<file path="src/rtl/tx_arb.sv">
// tx_arb: four-requester round-robin byte arbiter in front of a UART serializer.
// A selected byte is offered until the serializer acks it (rising edge of tx_ack).
// If no ack arrives within TMO_TICKS baud ticks, the offer is abandoned.
module tx_arb #(
    parameter int unsigned MAX_BURST = 2,
    parameter int unsigned TMO_TICKS = 32
) (
    input  logic        clk,
    input  logic        rst_n,
    input  logic [3:0]  req,
    input  logic [31:0] req_data,
    output logic [3:0]  gnt,
    output logic [3:0]  err,
    input  logic        tx_bd_en,
    output logic        tx_rdy,
    output logic [7:0]  tx_data,
    input  logic        tx_ack,
    output logic        busy,
    output logic [1:0]  cur_id
);

    localparam int unsigned NREQ = 4;
    localparam int unsigned IDW  = 2;
    localparam int unsigned DW   = 8;
    localparam int unsigned BW   = 4;
    localparam int unsigned TW   = 8;

    typedef enum logic [1:0] {IDLE, OFFER, ABORT} state_t;

    state_t          state, state_d;
    logic            tx_rdy_d;
    logic [DW-1:0]   tx_data_d;
    logic [NREQ-1:0] gnt_d, err_d;
    logic            busy_d;
    logic [IDW-1:0]  cur_id_d;
    logic [IDW-1:0]  ptr, ptr_d;
    logic [BW-1:0]   burst_cnt, burst_d;
    logic [TW-1:0]   tick_cnt, tick_d;
    logic            ack_q;

    logic            ack_edge_c;
    logic            grant_c;
    logic            win_vld_c;
    logic [IDW-1:0]  win_id_c;
    logic [IDW-1:0]  idx_c;

    assign ack_edge_c = tx_ack & ~ack_q;
    assign grant_c    = ack_edge_c && (state != IDLE);

    // Winner selection: sticky last winner while its burst allowance lasts, else rotate from ptr+1.
    // burst_cnt==0 means no winner since reset, so the sticky rule does not apply then.
    always_comb begin
        win_vld_c = 1'b0;
        win_id_c  = ptr;
        idx_c     = ptr;
        if (req[ptr] && (burst_cnt != '0) && (burst_cnt < BW'(MAX_BURST))) begin
            win_vld_c = 1'b1;
            win_id_c  = ptr;
        end else begin
            for (int i = NREQ; i >= 1; i--) begin
                idx_c = ptr + IDW'(i);
                if (req[idx_c]) begin
                    win_vld_c = 1'b1;
                    win_id_c  = idx_c;
                end
            end
        end
    end

    // Next-state and registered-output logic.
    always_comb begin
        state_d   = state;
        tx_rdy_d  = tx_rdy;
        tx_data_d = tx_data;
        gnt_d     = '0;
        err_d     = '0;
        cur_id_d  = cur_id;
        ptr_d     = ptr;
        burst_d   = burst_cnt;
        tick_d    = tick_cnt;

        if (grant_c) begin
            // An ack edge wins over a timeout in the same cycle and over the ABORT error path.
            state_d  = IDLE;
            tx_rdy_d = 1'b0;
            gnt_d    = NREQ'(1) << cur_id;
            ptr_d    = cur_id;
            if (cur_id == ptr && burst_cnt != '0) begin
                burst_d = (burst_cnt >= BW'(MAX_BURST)) ? burst_cnt : burst_cnt + BW'(1);
            end else begin
                burst_d = BW'(1);
            end
        end else begin
            case (state)
                IDLE: begin
                    if (win_vld_c) begin
                        state_d   = OFFER;
                        tx_rdy_d  = 1'b1;
                        tx_data_d = req_data[DW*win_id_c +: DW];
                        cur_id_d  = win_id_c;
                        tick_d    = '0;
                    end
                end
                OFFER: begin
                    if (tx_bd_en) begin
                        tick_d = tick_cnt + TW'(1);
                        if (tick_cnt == TW'(TMO_TICKS - 1)) begin
                            state_d  = ABORT;
                            tx_rdy_d = 1'b0;
                        end
                    end
                end
                ABORT: begin
                    // Saturated burst count forces the next selection to rotate away.
                    state_d = IDLE;
                    err_d   = NREQ'(1) << cur_id;
                    ptr_d   = cur_id;
                    burst_d = BW'(MAX_BURST);
                end
                default: begin
                    state_d  = IDLE;
                    tx_rdy_d = 1'b0;
                end
            endcase
        end

        busy_d = (state_d != IDLE);
    end

    // State and output registers.
    always_ff @(posedge clk or negedge rst_n) begin
        if (!rst_n) begin
            state     <= IDLE;
            tx_rdy    <= 1'b0;
            tx_data   <= '0;
            gnt       <= '0;
            err       <= '0;
            busy      <= 1'b0;
            cur_id    <= '0;
            ptr       <= IDW'(3);
            burst_cnt <= '0;
            tick_cnt  <= '0;
            ack_q     <= 1'b0;
        end else begin
            state     <= state_d;
            tx_rdy    <= tx_rdy_d;
            tx_data   <= tx_data_d;
            gnt       <= gnt_d;
            err       <= err_d;
            busy      <= busy_d;
            cur_id    <= cur_id_d;
            ptr       <= ptr_d;
            burst_cnt <= burst_d;
            tick_cnt  <= tick_d;
            ack_q     <= tx_ack;
        end
    end

endmodule

</file>
<file path="config.mk">
export PLATFORM = sky130hd
export DESIGN_NAME = tx_arb
export DESIGN_NICKNAME = d
export VERILOG_FILES = /design/src/rtl/tx_arb.sv
export SDC_FILE = /design/constraint.sdc
export NUM_CORES = 1
export LEC_CHECK = 0
export CORE_ASPECT_RATIO = 0.75
export CORE_MARGIN = 3
export CORE_UTILIZATION = 50
export CTS_CLUSTER_SIZE = 25
export DETAILED_ROUTE_END_ITERATION = 12
export GPL_TIMING_DRIVEN = 0
export PLACE_DENSITY = 0.87
export SLEW_MARGIN = 20
export SYNTH_ARGS = -nofsm -noshare
export SYNTH_HDL_FRONTEND = slang
export SYNTH_SLANG_ARGS = --single-unit
</file>
<file path="constraint.sdc">
create_clock -name clk -period 4.7 [get_ports clk]
set_input_delay 1.41 -clock clk [delete_from_list [all_inputs] [get_ports clk]]
set_output_delay 1.41 -clock clk [all_outputs]
set_load 0.05 [all_outputs]
</file>
==> flow_metrics.py <==
metrics = {
    "synthesis": {
        "netlist_area_um2": 1990,
        "syn_avg_cell_area_um2": 10.2,
        "synth_seq_area_share_pct": 46.7,
        "synth_edf_count": 0,
        "async_flop_share_pct": 100,
        "yosysUniqueCellTypes": 41,
        "synthCells": 195,
        "yosys_register_bits": 37,
        "synth_ff_type": "dfrtp_1",
        "synthesis.nets": 239,
        "yosysWarnings": 0,
    },
    "min_path": {
        "hp-start": "tx_data[7]$_DFFE_PN0P_",
        "min_path_type": "reg -> reg",
        "hold-path-cell-count": 2,
        "worstHoldEndpoint": "tx_data[7]$_DFFE_PN0P_",
    },
    "critical_path": {
        "crit_required_ps": 4900,
        "worst-r2r-setup-slack_ps": 2150,
        "path_cells": "clkdlybuf4s50_1 > nor2_1 > a211oi_1 > o21ai_1 > o221ai_1",
        "reg2reg_from": "burst_cnt[0]$_DFFE_PN0P_",
        "cp.buffers_inverters": 1,
        "r2r-end": "tx_data[3]$_DFFE_PN0P_",
        "rr_worst_depth": 9,
        "critical_path_class": "in -> reg",
        "cp_max_fo": 9,
        "crit_family": "compound AO/OA/AOI/OAI gates",
        "cp-end-kind": "flop",
        "max_stage_delay_ps": 900,
        "startpoint_type": "input port",
        "cp.arrival_ps": 3790,
        "slowest_stage": "a211oi_1",
    },
    "grt": {
        "grt_pass1_wl_mm": 7.65,
        "grt_pass1_vias": 1592,
        "grt_start_max_net_pins": 24,
        "antenna_found_initial": 0,
        "grt_remaining_overflow": 0,
        "track_usage_pct": 21.0,
    },
    "power": {
        "p_leak_uw": 0.00122,
        "vdd_drop_max_v": 0.000367,
        "powerDensity_nw_per_um2": 651,
    },
    "clock_tree": {
        "insertion_delay_ps": 290,
        "clock-root-buffer": "clkbuf_8",
        "postCtsSetupBuffers": 0,
        "cts_tree": "done",
        "htreeDepth": 2,
        "cts_hold_buf": 0,
        "clock_path_buffers": 2,
        "cts_sinks": 37,
        "cts_buffers": 5,
        "clk_pin_slew_ps": 70,
        "cts-resized-gates": 0,
    },
    "sta": {
        "setup_viol": 0,
        "maxSlewHeadroom_pct": 28.9,
        "final_max_slew_viol_count": 0,
        "worstMarginPinSlew_ps": 1060,
        "hold_viol": 0,
        "holdWs_ps": 489,
        "finClkSkew_ps": 5.04,
        "post-route-min-period_ps": 3590,
        "fmax_mhz": 278,
        "rsz0062_at_grt": "false",
        "finalSetupTns_ps": 0,
        "fin_crit_sh_pct": 76.4,
    },
    "cells_and_area": {
        "drive_gt1_share_pct": 8.37,
        "layout_commonest_cell": "clkdlybuf4s50_1",
        "area_growth_pct": 38.6,
        "layout_common_cells": "clkdlybuf4s50_1 (58), dfrtp_1 (35), nand2_1 (22)",
        "diodes": 0,
        "fin_nets": 306,
    },
    "detailed_routing": {
        "num_vias": 1666,
        "antenna_left": 0,
        "drt_iter0_drc": 47,
        "drc_errors": 0,
        "routed_wl_mm": 4.69,
        "drtPass1Iterations": 4,
        "routed_via_density": 5.29,
        "drt-wirelength-per-cell_um": 14.9,
    },
    "place": {
        "place_hpwl_mm": 3.58,
        "port_buffers": 59,
        "gp_congestion": 0.807,
    },
    "floorplanning": {
        "rows": 19,
        "start_util_pct": 53.3,
        "io_pins": 60,
        "die_y_um": 60.6,
        "die_w_um": 78.8,
        "coreArea_um2": 3730,
        "dieArea_um2": 4780,
    },
    "job": {
        "maxCapViolCount": 0,
    },
    "run_status": {
        "outcome": "finished, final reports clean",
    },
}
==> metrics by stage <==
step / utilization (%) / total power [uW] / setup WS (ps) / std cells / cell area [um2]
floorplan: - / 1290 / 1700 / 195 / 1990
global placement: 70.9 / 1550 / 840 / 306 / 2650
detailed placement: 71.5 / 1580 / 876 / 307 / 2670
CTS: 73.9 / 1810 / 1130 / 315 / 2760
global route: 73.9 / 1920 / 924 / 315 / 2760
finish: 73.9 / 1800 / 1110 / 315 / 2760
==> logic make-up (layout without fill, tap and decap cells) <==
| family | after synthesis | in the layout | synth area share, % |
|---|---|---|---|
| multiplexers | 20 | 20 | 10.3 |
| AND/OR/NAND/NOR | 71 | 71 | 18.1 |
| flip-flops | 37 | 37 | 46.7 |
| XOR/XNOR | 9 | 9 | 4.91 |
| buffers and inverters | 16 | 84 | 4.47 |
| adder cells (fa/ha/maj) | 4 | 4 | 2.52 |
| AO/OA/AOI/OAI | 38 | 38 | 13.0 |
==> state kept, by name (all words and copies together) (netlist names), 2 cells and up <==
register / cells
tick_cnt: 8
tx_data: 8
burst_cnt: 4
cur_id: 2
ptr: 2
gnt: 4
err: 4
state: 2
==> cell type report <==
| class | instances | area [um2] |
|---|---|---|
| sequential | 37 | 928 |
| multi-input combinational | 142 | 972 |
| tap | 52 | 65.1 |
| buffer | 9 | 62.6 |
| timing repair buffer | 60 | 613 |
| clock buffer | 8 | 90.1 |
| fill | 273 | 975 |
| inverter | 7 | 26.3 |
==> routing by layer <==
metal / wire length, um / GRT usage [%]
met5: 0 / 0
met3: 280 / 5.04
met1: 2200 / 28.4
met4: 51 / 7.35
met2: 2150 / 33.7
==> tightest hold or removal path, stage by stage, from the launching register on <==
cell,delay (ps)
dfrtp_1,340
nand2_1,50
o221ai_1,60
==> worst max path at each step <==
stage                       from                endpoint  slack [ps]  cells past startpoint
after detailed placement  req[2]  tx_data[0]$_DFFE_PN0P_         880                      5
final                     req[3]  tx_data[2]$_DFFE_PN0P_        1110                      5
after floorplan           req[3]  tx_data[3]$_DFFE_PN0P_        1700                      7
after global routing      req[2]  tx_data[0]$_DFFE_PN0P_         920                      5
after CTS                 req[3]  tx_data[1]$_DFFE_PN0P_        1130                      5
after global placement    req[2]  tx_data[0]$_DFFE_PN0P_         840                      5
==> synth_stat cells, types with 2 or more instances <==
library cell,n,area share [%]
dfrtp_1,35,44
ha_1,4,2.5
o21ai_0,5,1.3
nand4_1,5,1.6
nor4_1,3,0.94
a211oi_1,3,1.1
o21a_1,2,0.75
a31oi_1,2,0.63
mux2_2,4,2.3
o21ai_1,2,0.50
clkbuf_1,4,0.75
nor2b_1,5,1.6
nor3_1,3,0.75
o221ai_1,9,4.0
xor2_1,6,2.6
xnor2_1,2,0.88
dfstp_2,2,2.6
and3_1,3,0.94
o22a_1,2,0.88
a21oi_1,9,2.3
nand2_1,22,4.2
nor2_1,18,3.4
inv_1,7,1.3
mux2i_1,16,8.1
nand2b_1,6,1.9
==> where the power goes <==
| part | total (uW) | switching [uW] | internal, uW |
|---|---|---|---|
| clock network | 225 | 106 | 119 |
| logic | 1100 | 633 | 465 |
| registers | 473 | 54.8 | 418 |
(Power assumes the default switching activity.)
==> RTL change 1, RTL diff (same settings) <==
Set the localparam `TW` to 12 (it was 8).
--- a/src/rtl/tx_arb.sv
+++ b/src/rtl/tx_arb.sv
@@ -24,5 +24,5 @@
     localparam int unsigned DW   = 8;
     localparam int unsigned BW   = 4;
-    localparam int unsigned TW   = 8;
+    localparam int unsigned TW   = 12;
 
     typedef enum logic [1:0] {IDLE, OFFER, ABORT} state_t;
Formal check against the unedited RTL: no difference found for any inputs over 10 cycles, from zero or initial values and one cycle with rst_n low; that may be too few to reach the edited logic, so the function may still have changed.
==> RTL change 1 against the unedited design <==
- design area up 10%
- synthesized area increased by 13%
- sequential cell count grew 4
- worst setup slack better by 28 ps
- power is 0.55% higher
- clock skew about the same
- first-iteration DRC count rose to 2.9 times the old value
- wire length increased by 17%
- fmax increased by 0.78%
==> RTL change 1: results (changes against the unedited design) <==
| Metric | Value |
|---|---|
| Worst slew margin relative to its limit | 56.6% (+28 points) |
| Crit path DAT | 3730 ps (-60 ps) |
| Post-layout instance count excluding filler cells | 347 (+10%) |
| Source-to-sink clock delay at the later pin of the worst-skew pair | 300 ps |
| Family with the most delay on the worst path | buffers and inverters |
| CTS-repair resized insts | 0 (unchanged) |
| Top cells by instance count after synthesis | dfrtp_1 (39), nor2_1 (24), nand2_1 (16) |
| Initial antenna violation count | 0 (unchanged) |
| Unique cell type count in the Yosys netlist | 52 (+27%) |
| Clock tree root driver cell | clkbuf_8 |
| Sum of routed wire length over all layers | 5470 µm (+17%) |
| Tightest Hold Check Type | reg2reg |
| Weighted congestion reported at the end of routability-driven placement | 0.847 (+4.9%) |
| Sequential fraction of the synthesis area | 45.6% (-1.1 points) |
| Final hold violation count | 0 (unchanged) |
| Clock buffer depth | 2 (unchanged) |
| Clock transition at path regs | 80 ps |
| Count of cells along the worst hold path | 2 (unchanged) |
| FFs w/ async S/R, synth | 100% (unchanged) |
| Detailed-placement wirelength estimate | 3980 µm (+11%) |
| Via-to-Cell Ratio | 5.78 (+9.2%) |
| Worst clock skew on the final layout | 5.28 ps (+0.234 ps) |
| Maximum VDD drop | 0.412 mV (+12%) |
| Outcome | completed |
| Most used flip-flop cell after synthesis | dfrtp_1 |
| Vias in the first global route | 1977 (+24%) |
| Ant diodes | 0 (unchanged) |
| Post-synthesis area per instance | 10.0 µm² (-1.8%) |
| Critical R2R Capture | tx_data[5]$_DFFE_PN0P_ |
| Buffer count from post-CTS setup fixing | 0 (unchanged) |
| Largest registers ranked by flip-flop count | tick_cnt (12), tx_data (8) |
| First-pass GRT wire length | 9230 µm (+21%) |
| End of the worst hold path | tx_rdy$_DFFE_PN0P_ |
| Max H-tree Level | 2 (unchanged) |
| Sum of negative setup slack | 0 ps (unchanged) |
| Port Buf Inserts | 58 (-1.7%) |
| Largest net degree at the start of global routing | 32 (+33%) |
| Placed Instances | 339 (+10%) |
| Fraction of layout cells with a size suffix above 1 | 13.7% (+5.3 points) |
| Number of iterations in the first detailed-routing pass | 4 (unchanged) |
| Worst reg2reg path startpoint | burst_cnt[1]$_DFFE_PN0P_ |
| Worst Path Max Fanout | 10 (+1) |
| CP peak stage delay | 600 ps (-300 ps) |
| Number of cells on the worst reg-to-reg path | 10 (+1) |
| Fill count | 324 (+19%) |
| Hold path startpoint | tx_rdy$_DFFE_PN0P_ |
| TritonCTS buffer count | 5 (unchanged) |
| Warnings, synthesis | 0 (unchanged) |
| Most area-consuming cells after synthesis | dfrtp_1 (43%), o32ai_2 (5.0%), nor2_1 (4.0%), nand2_1 (2.7%), dfstp_2 (2.3%) |
| Setup slack, reg-to-reg | 2250 ps (+100 ps) |
| Leakage power figure | 1.25 nW (+2.1%) |
| Global-route usage over all layers | 21.8% (+0.84 points) |
| Syn nets | 269 (+13%) |
| Slowest cell on crit path | clkdlybuf4s50_1 |
| First DRT Iteration DRCs | 137 (+190%) |
[RTL change 1: tightest hold or removal path, cell delays in order, from the launching register on]
cell and delay, ps:
dfrtp_1 350, o21ai_0 80, nand2_1 60
[RTL change 1: per-layer routing]
| metal | share of wire, % | global-route usage (%) | vias up | routed length (µm) |
|---|---|---|---|---|
| met3 | 6.7 | 6.19 | 18 | 368 |
| met5 | 0 | 0 | - | 0 |
| li1 | - | - | 949 | - |
| met2 | 48 | 36.7 | 79 | 2630 |
| met4 | 2.4 | 8.84 | 0 | 129 |
| met1 | 43 | 26.6 | 958 | 2340 |
[RTL change 1: where the power goes]
part / internal (mW) / switching, mW
combinational: 0.385 / 0.607
sequential: 0.448 / 0.0742
clock: 0.159 / 0.132
[RTL change 1: worst max path at each step]
| stage | endpoint | slack [ps] | from | depth (start not counted) |
|---|---|---|---|---|
| final | tick_cnt[8]$_DFFE_PN0P_ | 1130 | req[3] | 6 |
| after global routing | tick_cnt[8]$_DFFE_PN0P_ | 950 | req[3] | 6 |
| after floorplan | tx_data[5]$_DFFE_PN0P_ | 1670 | req[1] | 9 |
| after CTS | tick_cnt[8]$_DFFE_PN0P_ | 1120 | req[3] | 6 |
| after detailed placement | tick_cnt[8]$_DFFE_PN0P_ | 840 | req[3] | 6 |
| after global placement | tick_cnt[9]$_DFFE_PN0P_ | 890 | req[3] | 6 |
[RTL change 1: kinds of logic (layout without fill, tap and decap cells)]
family	count (synthesis)	count (layout)	share of synthesized area, %
multiplexers	5	5	3.16
adder cells (fa/ha/maj)	4	4	2.22
buffers and inverters	25	92	5.77
AO/OA/AOI/OAI	58	58	20.9
AND/OR/NAND/NOR	81	81	18.1
XOR/XNOR	11	11	4.27
flip-flops	41	41	45.6
[RTL change 1: cell type report]
| class | count | area share [%] |
|---|---|---|
| repair buffers | 59 | 19.6 |
| inverters | 11 | 1.36 |
| multi-input cells | 159 | 36.1 |
| clock buffers | 5 | 2.27 |
| plain buffers | 14 | 2.93 |
| well taps | 55 | 2.27 |
| clock inverters | 3 | 1.53 |
| flip-flops and latches | 41 | 33.9 |
[RTL change 1: metrics by stage]
step	utilization [%]	instance area, µm²	power [mW]	hold slack, ps	worst slack, ps
after floorplan	-	2250	1.22	510	1670
after global placement	69.1	2900	1.48	498	889
after detailed placement	69.4	2920	1.51	497	838
after CTS	72.2	3030	1.81	520	1120
after global routing	72.2	3030	1.92	560	951
final	72.2	3030	1.80	520	1130
==> RTL change 2, RTL diff (config.mk and constraints unchanged) <==
Without the edit above. Reset style: synchronous (`rst_n`), changed in one clocked block.
--- a/src/rtl/tx_arb.sv
+++ b/src/rtl/tx_arb.sv
@@ -129,5 +129,5 @@
 
     // State and output registers.
-    always_ff @(posedge clk or negedge rst_n) begin
+    always_ff @(posedge clk) begin
         if (!rst_n) begin
             state     <= IDLE;
Behaviour: differs if rst_n is asserted again (counterexample within 4 cycles, from zero or initial values and one cycle with rst_n low); with rst_n held inactive, the same outputs for 10 cycles.
==> RTL change 2 against the unedited design <==
- worst setup slack better by 49 ps
- synthesized area is 6.7% higher
- design area is 3.8% higher
- clock skew up 2.9 ps
- wire length up 18%
- sequential cell count unchanged
- critical path depth up 1
- synthesized cell count rose by 23%
- die area up 6.1%
- critical path type unchanged
- largest cell class unchanged
Power is not compared: it rests on default switching activity, and its combinational part moved more than twofold at a synthesized area within 25%.
==> RTL change 2: results (changes against the unedited design) <==
| Metric | Value |
|---|---|
| Fraction of met3 tracks used by global routing | 5.19% (+0.14 points) |
| Unique cell type count in the Yosys netlist | 50 (+22%) |
| Largest net degree at the start of global routing | 14 (-42%) |
| Top cells by instance count after synthesis | dfxtp_1 (37), nand2_1 (26), nor2_1 (23) |
| Met1 Usage GRT | 33.8% (+5.4 points) |
| Final Max Slew Viols | 0 (unchanged) |
| Most area-consuming cells after synthesis | dfxtp_1 (35%), o211ai_1 (6.0%), mux2i_1 (5.7%), nand2_1 (4.6%), a221o_2 (4.2%) |
| Tightest Hold Check Type | reg2reg |
| Fraction of layout cells with a size suffix above 1 | 13.5% (+5.2 points) |
| Sequential fraction of the synthesis area | 34.9% (-12 points) |
| Met2 Usage GRT | 32.0% (-1.8 points) |
| Weighted congestion reported at the end of routability-driven placement | 0.866 (+7.3%) |
| CTS-repair resized insts | 0 (unchanged) |
| Largest registers ranked by flip-flop count | tick_cnt (8), tx_data (8) |
| TritonCTS buffer count | 5 (unchanged) |
| Number of cells on the worst reg-to-reg path | 9 (unchanged) |
| Initial antenna violation count | 0 (unchanged) |
| Power attributed to sequential cells | 0.346 mW |
| Detailed-placement wirelength estimate | 4170 µm (+16%) |
| Number of iterations in the first detailed-routing pass | 4 (unchanged) |
| Ant diodes | 0 (unchanged) |
| Slowest cell on crit path | a2111oi_4 |
| CP peak stage delay | 720 ps (-180 ps) |
| Clock transition at path regs | 80 ps |
| # nets final | 346 (+13%) |
| Vias after detailed routing | 2027 (+22%) |
| Crit path DAT | 3720 ps (-70 ps) |
| Reported combinational group power | between 0.2 and 0.3 mW |
| Logic pwr share | 30.9% |
| Max H-tree Level | 2 (unchanged) |
| Maximum VDD drop | between 0.15 and 0.2 mV |
| Worst setup timing slack at the placement stage | 886 ps (+10.4 ps) |
| First-pass GRT wire length | 9200 µm (+20%) |
| Source-to-sink clock delay at the later pin of the worst-skew pair | around 300 ps |
| Worst slew margin relative to its limit | 54.3% (+25 points) |
| Global-route usage over all layers | 22.8% (+1.8 points) |
| Post-layout instance count excluding filler cells | 355 (+13%) |
| Cell count after synthesis | 239 (+23%) |
| Syn nets | 283 (+18%) |
| Count of cells along the worst hold path | 2 (unchanged) |
| First DRT Iteration DRCs | 118 (+150%) |
| FFs w/ async S/R, synth | 0% (-100 points) |
| Warnings, synthesis | 0 (unchanged) |
| Leakage power figure | about 1.1 nW |
| Outcome | completed |
| Clock tree root driver cell | clkbuf_8 |
| Vias in the first global route | 1928 (+21%) |
| Worst clock skew on the final layout | 7.98 ps (+2.94 ps) |
| Switch Pwr | 0.296 mW |
| Wirelength per Cell | 15.6 µm (+4.8%) |
| Port Buf Inserts | 56 (-5.1%) |
| Placed instance area | 2750 µm² (+3.0%) |
| Worst Path Max Fanout | 9 (unchanged) |
## RTL change 2: cell types whose count changed after synthesis, moves of 3 or more
cell	unedited run	this run
a221o_2	0	8
o211ai_1	0	17
nand2b_1	6	9
nor2_1	18	23
dfrtp_1	35	0
nand2_1	22	26
buf_2	0	5
mux2i_1	16	12
o221ai_1	9	0
mux2_2	4	7
dfxtp_1	0	37
## RTL change 2: kinds of logic (layout without fill, tap and decap cells)
family          count (synthesis)  after routing  share of synthesized area (%)
simple gates                   91             91                           22.5
compound gates                 58             58                           22.6
flops                          37             37                           34.9
buf+inv                        21             85                           4.54
mux                            20             20                           9.90
xor+xnor                        8              8                           3.30
fa+ha+maj                       4              4                           2.36
## RTL change 2: critical path, delay by kind of cell
family | cells | cell delay (ps)
AO/OA/AOI/OAI | 4 | 1260
buffers and inverters | 1 | 640
multiplexers | 1 | 410
## RTL change 2: final timing paths
kind                                           startpoint                   endpoint  slack (ps)
worst min register to register  burst_cnt[3]$_SDFFE_PN0P_  burst_cnt[3]$_SDFFE_PN0P_         450
worst max register to register  burst_cnt[1]$_SDFFE_PN0P_    tx_data[7]$_SDFFE_PN0P_        2340
worst min-delay path            burst_cnt[3]$_SDFFE_PN0P_  burst_cnt[3]$_SDFFE_PN0P_         450
worst max-delay path                               req[0]    tx_data[7]$_SDFFE_PN0P_        1160
## RTL change 2: layout make-up
cell class                      count  area, µm²
Buffer                             13       66.3
Clock buffer                        5       68.8
Clock inverter                      3       43.8
Fill cell                         288       1010
Inverter                            8       30.0
Multi-Input combinational cell    181       1290
Sequential cell                    37        741
Tap cell                           52       65.1
Timing Repair Buffer               56        561
## RTL change 2: routing by layer
metal	vias to the layer above	routed length (µm)
met5	-	0
met3	10	329
met1	951	2670
li1	1005	-
met4	0	80
met2	61	2460
